$ cat src/rtl/avalon_mem_slave_adapter.sv
// Avalon-MM slave to req/gnt + rvalid memory port bridge.
// Watchdog forces completion so a dead target cannot stall the core.
module avalon_mem_slave_adapter #(
    parameter int          TIMEOUT_CYCLES = 255,
    parameter logic [31:0] TIMEOUT_DATA   = 32'hDEADBEEF
) (
    input  logic        clk,
    input  logic        rst,
    input  logic [31:0] avs_addr,
    input  logic [3:0]  avs_byteenable,
    input  logic        avs_read,
    input  logic        avs_write,
    input  logic [31:0] avs_writedata,
    output logic [31:0] avs_readdata,
    output logic        avs_waitrequest,
    output logic        mem_req,
    output logic        mem_we,
    output logic [31:0] mem_addr,
    output logic [3:0]  mem_be,
    output logic [31:0] mem_wdata,
    input  logic        mem_gnt,
    input  logic        mem_rvalid,
    input  logic [31:0] mem_rdata,
    output logic        timeout_err,
    output logic [15:0] timeout_count
);

    typedef enum logic [1:0] {
        IDLE,
        ISSUE,
        WAIT_RD,
        DONE
    } state_t;

    localparam logic [15:0] WD_LAST = 16'(TIMEOUT_CYCLES - 1);

    state_t      state;
    logic [15:0] watchdog;
    logic        wd_expired;
    logic        cmd_seen;

    assign wd_expired = (watchdog == WD_LAST);
    assign cmd_seen   = avs_read | avs_write;

    always_ff @(posedge clk or posedge rst) begin
        if (rst) begin
            state           <= IDLE;
            watchdog        <= '0;
            avs_readdata    <= '0;
            avs_waitrequest <= 1'b1;
            mem_req         <= 1'b0;
            mem_we          <= 1'b0;
            mem_addr        <= '0;
            mem_be          <= '0;
            mem_wdata       <= '0;
            timeout_err     <= 1'b0;
            timeout_count   <= '0;
        end else begin
            timeout_err <= 1'b0;
            case (state)
                IDLE: begin
                    avs_waitrequest <= 1'b1;
                    avs_readdata    <= '0;
                    if (cmd_seen) begin
                        // read has priority when both strobes are high
                        mem_we    <= ~avs_read;
                        mem_addr  <= avs_addr;
                        mem_be    <= avs_byteenable;
                        mem_wdata <= avs_writedata;
                        mem_req   <= 1'b1;
                        watchdog  <= '0;
                        state     <= ISSUE;
                    end
                end
                ISSUE: begin
                    if (mem_gnt) begin
                        mem_req  <= 1'b0;
                        watchdog <= watchdog + 16'd1;
                        if (mem_we) begin
                            avs_waitrequest <= 1'b0;
                            avs_readdata    <= '0;
                            state           <= DONE;
                        end else begin
                            state <= WAIT_RD;
                        end
                    end else if (wd_expired) begin
                        mem_req         <= 1'b0;
                        avs_waitrequest <= 1'b0;
                        avs_readdata    <= mem_we ? 32'd0 : TIMEOUT_DATA;
                        timeout_err     <= 1'b1;
                        if (timeout_count != 16'hFFFF)
                            timeout_count <= timeout_count + 16'd1;
                        state           <= DONE;
                    end else begin
                        watchdog <= watchdog + 16'd1;
                    end
                end
                WAIT_RD: begin
                    if (mem_rvalid) begin
                        avs_readdata    <= mem_rdata;
                        avs_waitrequest <= 1'b0;
                        state           <= DONE;
                    end else if (wd_expired) begin
                        avs_readdata    <= TIMEOUT_DATA;
                        avs_waitrequest <= 1'b0;
                        timeout_err     <= 1'b1;
                        if (timeout_count != 16'hFFFF)
                            timeout_count <= timeout_count + 16'd1;
                        state           <= DONE;
                    end else begin
                        watchdog <= watchdog + 16'd1;
                    end
                end
                DONE: begin
                    avs_waitrequest <= 1'b1;
                    avs_readdata    <= '0;
                    state           <= IDLE;
                end
                default: begin
                    avs_waitrequest <= 1'b1;
                    mem_req         <= 1'b0;
                    state           <= IDLE;
                end
            endcase
        end
    end

endmodule

$ cat config.mk
export PLATFORM = sky130hd
export DESIGN_NAME = avalon_mem_slave_adapter
export DESIGN_NICKNAME = d
export VERILOG_FILES = /design/src/rtl/avalon_mem_slave_adapter.sv
export SDC_FILE = /design/constraint.sdc
export NUM_CORES = 1
export LEC_CHECK = 0
export ABC_CLOCK_PERIOD_IN_PS = 8900
export CAP_MARGIN = 20
export CORE_MARGIN = 10
export CORE_UTILIZATION = 68
export CTS_CLUSTER_DIAMETER = 60
export DETAILED_ROUTE_END_ITERATION = 8
export DONT_BUFFER_PORTS = 1
export HOLD_SLACK_MARGIN = 0.1
export PLACE_DENSITY_LB_ADDON = 0.05
export SLEW_MARGIN = 20
export SYNTH_ARGS = -nofsm -noshare
export SYNTH_HDL_FRONTEND = slang
export SYNTH_SLANG_ARGS = --single-unit
export TNS_END_PERCENT = 30
$ cat constraint.sdc
create_clock -name clk -period 8.9 [get_ports clk]
set_input_delay 1.335 -clock clk [delete_from_list [all_inputs] [get_ports clk]]
set_output_delay 1.335 -clock clk [all_outputs]
set_load 0.05 [all_outputs]
# After elaboration in Yosys (flattened, before gate mapping)
# Cells that the tools add are included.
[classes]
n_addsub = 2
n_eq_ne = 11
muxes = 36
bitwise = 2
reduce_logical = 10
[op_table]
columns = ["cell", "n"]
rows = [
  ["$mux W32", 6],
  ["$mux W16", 8],
  ["$pmux W32 S3", 1],
  ["$pmux W16 S3", 1],
  ["$add A16 B1 Y16 const B", 2],
  ["$pmux W16 S2", 1],
  ["$eq A16 B8 Y1 const B", 1],
  ["$ne A16 B16 Y1 const B", 1],
  ["$reduce_and A3 Y1", 4],
  ["$mux W1", 11],
  ["$ne A3 B3 Y1 const B", 3],
  ["$mux W2", 4],
  ["$pmux W2 S4", 1],
  ["$ne A2 B2 Y1 const B", 3],
  ["$eq A2 B2 Y1 const B", 2],
  ["$pmux W1 S2", 2],
  ["$reduce_bool A2 Y1", 2],
  ["$pmux W1 S3", 1],
  ["$reduce_bool A3 Y1", 1],
  ["$eq A2 B1 Y1 const B", 1],
  ["$logic_not A2 Y1", 1],
  ["$reduce_and A2 Y1", 1],
  ["$reduce_or A2 Y1", 1],
  ["$not A1 Y1", 1],
  ["$or A1 B1 Y1", 1],
]
[totals]
register_bits = 138
inputBits = 106
output_inout_bits = 120
word_cells = 72

# Logic depth before layout (Yosys ltp)
# Gate-level depths: netlist of the first run.
[depth]
ltp_word = 5
ltp_mapped = 8
ltp_nobuf = 7

# Least setup slack after synthesis of the first run
# OpenSTA, ideal clock, no wires.
[synth_timing]
path_kind = "in2reg"
start = "input mem_rvalid"
end = "register watchdog[3]"
setup_ns = 0.078
arrival_ns = 2.578
required_ns = 8.822
path_slack_ns = 6.244
stages = 5
n_path_buf = 0
path_cell_list = "and2_1 or3_1 a21oi_1 a41oi_1 a21oi_1"
[synth_via]
elab_chain_len = 2
[synth_lines]
columns = ["element", "line", "source"]
rows = [
  ["start: declaration", "22", "input logic mem_rvalid,"],
  ["$ne A2 B2 Y1 (no source line)", "-", ""],
  ["$reduce_and A3 Y1 (no source line)", "-", ""],
  ["end signal: assignment", "78", "watchdog <= watchdog + 16'd1;"],
  ["end signal: assignment", "95", "watchdog <= watchdog + 16'd1;"],
  ["end signal: assignment", "111", "watchdog <= watchdog + 16'd1;"],
  ["end: declaration", "38", "logic [15:0] watchdog;"],
]
# No other way between the ends.
# A chain may end at the register's enable or synchronous reset.

# Final worst setup path of the first run
[layout_timing]
start = "register watchdog[0]"
end = "register avs_readdata[18]"
[layout_via]
elab_chain_len = 3
word_cells_on_any_way = 4
classes_between = "eq/ne: 3; reduce/logical: 1"
[layout_lines]
columns = ["element", "line", "source"]
rows = [
  ["$eq A16 B8 Y1 *", "42", "assign wd_expired = (watchdog == WD_LAST);"],
  ["$ne A3 B3 Y1 (no source line)", "-", ""],
  ["$reduce_and A3 Y1 (no source line) *", "-", ""],
  ["end signal: assignment", "89", "avs_readdata <= mem_we ? 32'd0 : TIMEOUT_DATA;"],
  ["end signal: assignment", "100", "avs_readdata <= mem_rdata;"],
  ["end: declaration", "14", "output logic [31:0] avs_readdata,"],
]
# Every way passes the cells marked *; elsewhere a longest branch is shown, timed or not.

==> results of run 1 <==
-- cell type report --
type                            instances  area, sq um
Clock inverter                         14        160.2
Multi-Input combinational cell        305         2308
Inverter                               12        50.05
Fill cell                             460         1754
Clock buffer                           18        417.9
Sequential cell                       138         3455
Timing Repair Buffer                    3        22.52
Tap cell                              105        131.4
-- layout by cell type (no fill, tap or decap), types with 2 or more instances in the layout --
| cell | netlist | final |
|---|---|---|
| a22o_1 | 8 | 8 |
| and3_1 | 4 | 4 |
| a31oi_1 | 4 | 4 |
| inv_1 | 12 | 11 |
| clkbuf_16 | 0 | 16 |
| nand4_1 | 8 | 8 |
| ha_1 | 8 | 8 |
| inv_6 | 0 | 6 |
| a2bb2oi_1 | 24 | 24 |
| o2111ai_1 | 2 | 2 |
| dfrtp_1 | 137 | 137 |
| nand3_1 | 9 | 9 |
| or3_1 | 2 | 2 |
| clkinv_4 | 0 | 2 |
| a2111oi_0 | 2 | 2 |
| mux2_2 | 69 | 69 |
| clkinvlp_4 | 0 | 3 |
| and2_1 | 3 | 3 |
| bufinv_16 | 0 | 2 |
| a21oi_1 | 22 | 22 |
| nor2_1 | 28 | 27 |
| nand2_1 | 18 | 18 |
| o31ai_1 | 5 | 5 |
| a41oi_1 | 2 | 2 |
| nor2b_1 | 3 | 3 |
| xnor2_1 | 3 | 3 |
| o21ai_0 | 38 | 38 |
| buf_4 | 2 | 3 |
| nor3_1 | 13 | 13 |
| xor2_1 | 12 | 12 |
-- how the worst max path moves through the flow --
stage,end,start,slack (ps),cells after the start
final,avs_readdata[18],watchdog[0],5660,7
after global routing,avs_readdata[25],watchdog[0],5510,7
after CTS,avs_readdata[18],watchdog[0],5750,7
after detailed placement,watchdog[3],mem_rvalid,5740,5
after global placement,watchdog[12],mem_rvalid,5800,5
after floorplan,avs_readdata[0],rst,3870,1
-- cell families after synthesis --
logic type | Yosys count | share of synthesized area
simple gates | 95 | 0.08321
flops | 138 | 0.5876
buf+inv | 32 | 0.02213
fa+ha+maj | 8 | 0.01703
compound gates | 116 | 0.1315
mux | 71 | 0.1362
xor+xnor | 15 | 0.02235
-- worst register-to-register path, stage by stage (launching register included) --
cell and delay, ps:
dfrtp_1 420, inv_1 120, ha_1 170, or4b_4 490
nor4_4 580, o21ai_0 270, a21oi_2 840, a2bb2oi_1 190
-- power by group through the flow --
stage	clock network (mW)	logic, mW	registers (mW)
2_1_floorplan	0	0.492	1.73
3_3_place_gp	0	0.545	1.82
3_5_place_dp	0	0.579	1.82
4_1_cts	0.692	0.578	1.81
5_1_grt	0.719	0.631	1.83
6_report	0.690	0.579	1.80
-- state kept, by name, indices dropped and copies added (netlist names) --
register         count
avs_readdata        32
avs_waitrequest      1
mem_addr            32
mem_be               4
mem_req              1
mem_wdata           32
mem_we               1
state                2
timeout_count       16
timeout_err          1
watchdog            16
-- per-stage QoR --
stage	util	cell area, sq um	hold WS, ps	setup WS, ps
floorplan	-	5879	472.8	3870
global placement	0.7187	5964	500.6	5803
detailed placement	0.7187	5964	536.2	5738
CTS	0.7883	6543	558.3	5753
global route	0.7886	6545	575.5	5505
finish	0.7886	6545	559.8	5658
-- routing by layer --
metal | GRT usage | share of wire
met3 | 0.1199 | 0.12
met4 | 0.06853 | 0.013
met5 | 0 | 0.00082
met2 | 0.4147 | 0.53
met1 | 0.2567 | 0.34
==> qor.txt, run 1 <==
run status: completed
post-CTS sizing: 0
largest cells by area after synthesis: dfrtp_1 58%, mux2_2 13%, a2bb2oi_1 3.6%
Critical Path RT: 9260 ps
Seq/Total Area, Yosys: 0.5876
R2R Path End: avs_readdata[18]
flops & latches, synth: 138
RSZ-0062 raised after global routing: no
clk slew on worst S/H paths: 60 ps
antenna cells: 0
Max-slew headroom: 0.3203
Power Internal: 1.543 mW
clock power share: 0.225
Initial DRC Count: 407
Worst Hold End: watchdog[6]
Final TNS setup: 0 ps
final worst path period need: 3242 ps
critical path's slowest cell: a21oi_2
I/O pins: 226
CTS Sinks: 138
CTS Hold Bufs: 0
most common cell in the netlist: dfrtp_1
Setup Buffers After CTS: 0
largest net degree at the start of global routing: 72
share of power burned in registers: 0.587
WHS Path Cells: 2
r2r startpoint: watchdog[0]
Comb power frac: 0.189
Synthesis Warnings: 0
post-route DRC violation count: 0
Cell Area, Synth: 0.005879 sq mm
Final #Nets: 591
maximum clock frequency: 0.3085 GHz
initial antenna violation count: 1
final cell count without fillers: 595
Core Region: 0.008299 sq mm
WL final: 15.79 mm
Sw Ratio: 0.4979
Yosys top cell by area: dfrtp_1
crit end category: flop
Placer Congestion: 0.8491
Post-Place Cells: 563
Tcrit/Tclk final: 0.3643
total congestion overflow: 0
Final Power: 3.073 mW
Root Driver: clkbuf_8
Clk Latency, worst-skew pair: 530 ps
Hold WC Path Type: flop to flop
Netlist cell types: 46
delay of the slowest critical-path stage: 840 ps
Die ar.: 0.01277 sq mm
Final setup viols: 0
largest fanout on the critical path: 24
Reg2Reg Setup Slack: 5660 ps
# rows: 33
syn_nets: 589
share of layout cells above drive strength 1: 0.2327
startpoint types: flop
worst path buffer plus inverter count: 1
Yosys top cell area share: 0.5831
clock buffer count from CTS: 17
Die Ht: 113.0 um
post-route ant nets: 0
htree depth: 4
Post-synth ARST share: 1.000
half-perimeter wire length after placement: 11.71 mm
Post-synth top cells: 137 x dfrtp_1, 69 x mux2_2, 38 x o21ai_0, 28 x nor2_1, 24 x a2bb2oi_1
Net Sw Power: 1.530 mW
WS Path Type: flop to flop
Worst VDD drop: 0.3357 mV
Critical Path AT: 3610 ps
CTS tree: built
Initial Utilization: 0.7084
final hold viol count: 0
Max Cap Viol: 0
Synth-to-Final Area Change: 11.32%
Slew Limit Fails: 0
DR vias: 3995
power density over cell area: 469.5 mW/mm^2
Worst Tran Pin Value: 1020 ps
Post-Synthesis Cells: 475
crit path cell chain: inv_1, ha_1, or4b_4, nor4_4, o21ai_0, a21oi_2, a2bb2oi_1
Port Buf Inserts: 0
worst reg-to-reg path cell count: 7
HP Start: watchdog[6]
Clock Path Buffers: 2
Worst path top cell family by delay: compound AO/OA/AOI/OAI gates
predominant post-synthesis flop cell: dfrtp_1
Die W: 113.0 um
first-pass GRT wire length: 24.33 mm
WL/cell: 26.53 um
clock skew: 7.964 ps
Via density: 6.714
Leakage: 2.903 nW
vias in the first global route: 4133
1st-pass router iterations: 6
Avg Inst Size Synth: 12.38 sq um
Total Routing Usage GR: 0.2415
number of synthesized flops with an enable pin: 0
(Power assumes the default switching activity.)
==> run 2: changes to the inputs <==
--- a/config.mk
+++ b/config.mk
@@ -5,10 +5,10 @@
 export SDC_FILE = /design/constraint.sdc
 export NUM_CORES = 1
 export LEC_CHECK = 0
-export ABC_CLOCK_PERIOD_IN_PS = 8900
+export ABC_CLOCK_PERIOD_IN_PS = 3100
 export CAP_MARGIN = 20
 export CORE_MARGIN = 10
-export CORE_UTILIZATION = 68
+export CORE_UTILIZATION = 63
 export CTS_CLUSTER_DIAMETER = 60
 export DETAILED_ROUTE_END_ITERATION = 8
 export DONT_BUFFER_PORTS = 1
==> constraint.sdc (replaced) <==
create_clock -name clk -period 3.1 [get_ports clk]
set_input_delay 0.465 -clock clk [delete_from_list [all_inputs] [get_ports clk]]
set_output_delay 0.465 -clock clk [all_outputs]
set_load 0.05 [all_outputs]
==> run 2 against run 1 <==
  * Cell count grew 15%
  * Die area grew 6.5%
  * Register-to-register slack lost 5300 ps
  * Worst hold slack lost 440 ps
  * Core utilization grew 2.3 points
  * Worst setup slack lost 5300 ps
  * Critical path depth grew 1
  * Clock-buffer cell count grew 1
  * Flip-flop and latch count is the same
  * Clock skew grew 7.1 ps
  * Critical path type unchanged
  * Largest cell class unchanged
  * Largest power group unchanged
==> qor.txt, run 2 (same netlist as run 1, synthesis figures left out) <==
run status: completed
share of layout cells above drive strength 1: 0.2122
Post-Place Cells: 578
clock buffer count from CTS: 17
dpl ws: 370.3 ps
Hold WC Path Type: input port to flop
Final setup viols: 0
htree depth: 4
I/O pins: 226
total congestion overflow: 0
clk slew on worst S/H paths: 60 ps
most frequent cells in the layout: 137 x dfrtp_1, 76 x dlygate4sd3_1, 69 x mux2_2
RSZ-0062 raised after global routing: no
Synth-to-Final Area Change: 26.28%
DR vias: 4281
Reg2Reg Setup Slack: 330 ps
Multi-input gate area: 0.002306 sq mm
crit path cell chain: inv_1, ha_1, or4b_4, nor4_4, mux2i_2, a21oi_4, buf_4, a2bb2oi_1
Final Power: 9.013 mW
WS Path Type: flop to flop
CTS Sinks: 138
WHS Path Cells: 1
Clock Path Buffers: 2
Die ar.: 0.01360 sq mm
Clk Latency, worst-skew pair: 520 ps
worst reg-to-reg path cell count: 8
Slew Limit Fails: 0
# rows: 35
final cell count without fillers: 687
final worst path period need: 2772 ps
largest fanout on the critical path: 25
initial antenna violation count: 1
Die W: 116.6 um
Critical Path AT: 3200 ps
Die Ht: 116.6 um
Largest regs: avs_readdata x32, mem_addr x32, mem_wdata x32
Via density: 6.231
WL/cell: 25.41 um
final hold viol count: 0
half-perimeter wire length after placement: 11.32 mm
HP Start: avs_addr[24]
startpoint types: flop
Worst Tran Pin Value: 1041 ps
Total Routing Usage GR: 0.2560
Worst VDD drop: 0.9445 mV
Max Cap Viol: 0
r2r startpoint: watchdog[0]
post-route ant nets: 0
R2R Path End: avs_readdata[28]
register area: 0.003455 sq mm
Placer Congestion: 0.7937
Initial DRC Count: 393
Leakage: 3.276 nW
Core Region: 0.009153 sq mm
1st-pass router iterations: 5
Port Buf Inserts: 0
delay of the slowest critical-path stage: 620 ps
power density over cell area: 1214 mW/mm^2
clock skew: 15.08 ps
post-route DRC violation count: 0
Worst path top cell family by delay: simple AND/OR/NAND/NOR gates
layout filler cell count: 498
Initial Utilization: 0.6424
Worst Hold End: mem_addr[24]
Final #Nets: 677
Root Driver: clkbuf_8
Critical Path RT: 3520 ps
WL final: 17.46 mm
first-pass GRT wire length: 26.29 mm
post-CTS sizing: 0
most common cell after layout, fill and taps aside: dfrtp_1
final hold slack: 120.7 ps
Final TNS setup: 0 ps
maximum clock frequency: 0.3608 GHz
Max-slew headroom: 0.3004
largest net degree at the start of global routing: 41
Tcrit/Tclk final: 0.8941
worst path buffer plus inverter count: 2
critical path's slowest cell: nor4_4
crit end category: flop
vias in the first global route: 4540
fin worst setup slack: 328.3 ps
CTS tree: built
[run 2: cell types whose count changed in the layout (fill, tap and decap cells not counted), sizes merged]
cell,delta
buf,+10
dlygate4sd3,+76
clkinvlp,+2
clkinv,-1
inv,-3
diode,+1
clkbuf,+1
[run 2: how the worst max path moves through the flow]
| stage | start | end | slack [ps] | cells past startpoint |
|---|---|---|---|---|
| 5_1_grt | watchdog[0] | avs_readdata[28] | 130 | 8 |
| 2_1_floorplan | watchdog[0] | avs_readdata[10] | 740 | 8 |
| 6_report | watchdog[0] | avs_readdata[28] | 330 | 8 |
| 3_5_place_dp | watchdog[0] | avs_readdata[15] | 370 | 8 |
| 4_1_cts | watchdog[0] | avs_readdata[15] | 370 | 8 |
| 3_3_place_gp | watchdog[0] | timeout_count[14] | 460 | 7 |
[run 2: repair_timing]
| action | 4_1_cts | 5_1_grt |
|---|---|---|
| hold buffers | 75 | 1 |
| setup buffers | 0 | 0 |
| endpoints found under the hold margin | 110 | 1 |
[run 2: routing by layer]
layer | wire length [um] | vias up | part of all wire | global-route usage
met4 | 214 | 2 | 0.012 | 0.09226
met5 | 7 | - | 0.00040 | 0
met2 | 9660 | 198 | 0.55 | 0.4548
li1 | - | 1904 | - | -
met3 | 1938 | 22 | 0.11 | 0.1222
met1 | 5638 | 2155 | 0.32 | 0.2553
[run 2: power by group]
| group | switching (mW) | leakage, nW | internal [mW] |
|---|---|---|---|
| Clock | 0.775 | 0.268 | 1.17 |
| Sequential | 2.81 | 1.73 | 2.41 |
| Combinational | 0.872 | 1.28 | 0.983 |
[run 2: per-stage QoR]
stage / instance area, sq um / util
6_report: 7425 / 0.8112
5_1_grt: 7422 / 0.8109
4_1_cts: 7385 / 0.8068
3_5_place_dp: 6063 / 0.6625
3_3_place_gp: 6063 / 0.6625
2_1_floorplan: 5883 / -
[run 2: area by class of cell]
class	count	share of cell area
Inverter	12	0.006572
Clock buffer	19	0.05814
Antenna cell	1	0.0003370
Sequential cell	138	0.4653
Multi-Input combinational cell	305	0.3106
Clock inverter	12	0.01871
Tap cell	111	0.01871
Timing Repair Buffer	89	0.1217
[run 2: worst reg2reg max path: stages, from the launching register on]
cell	delay, ps
dfrtp_1	410
inv_1	100
ha_1	140
or4b_4	480
nor4_4	620
mux2i_2	250
a21oi_4	190
buf_4	290
a2bb2oi_1	220
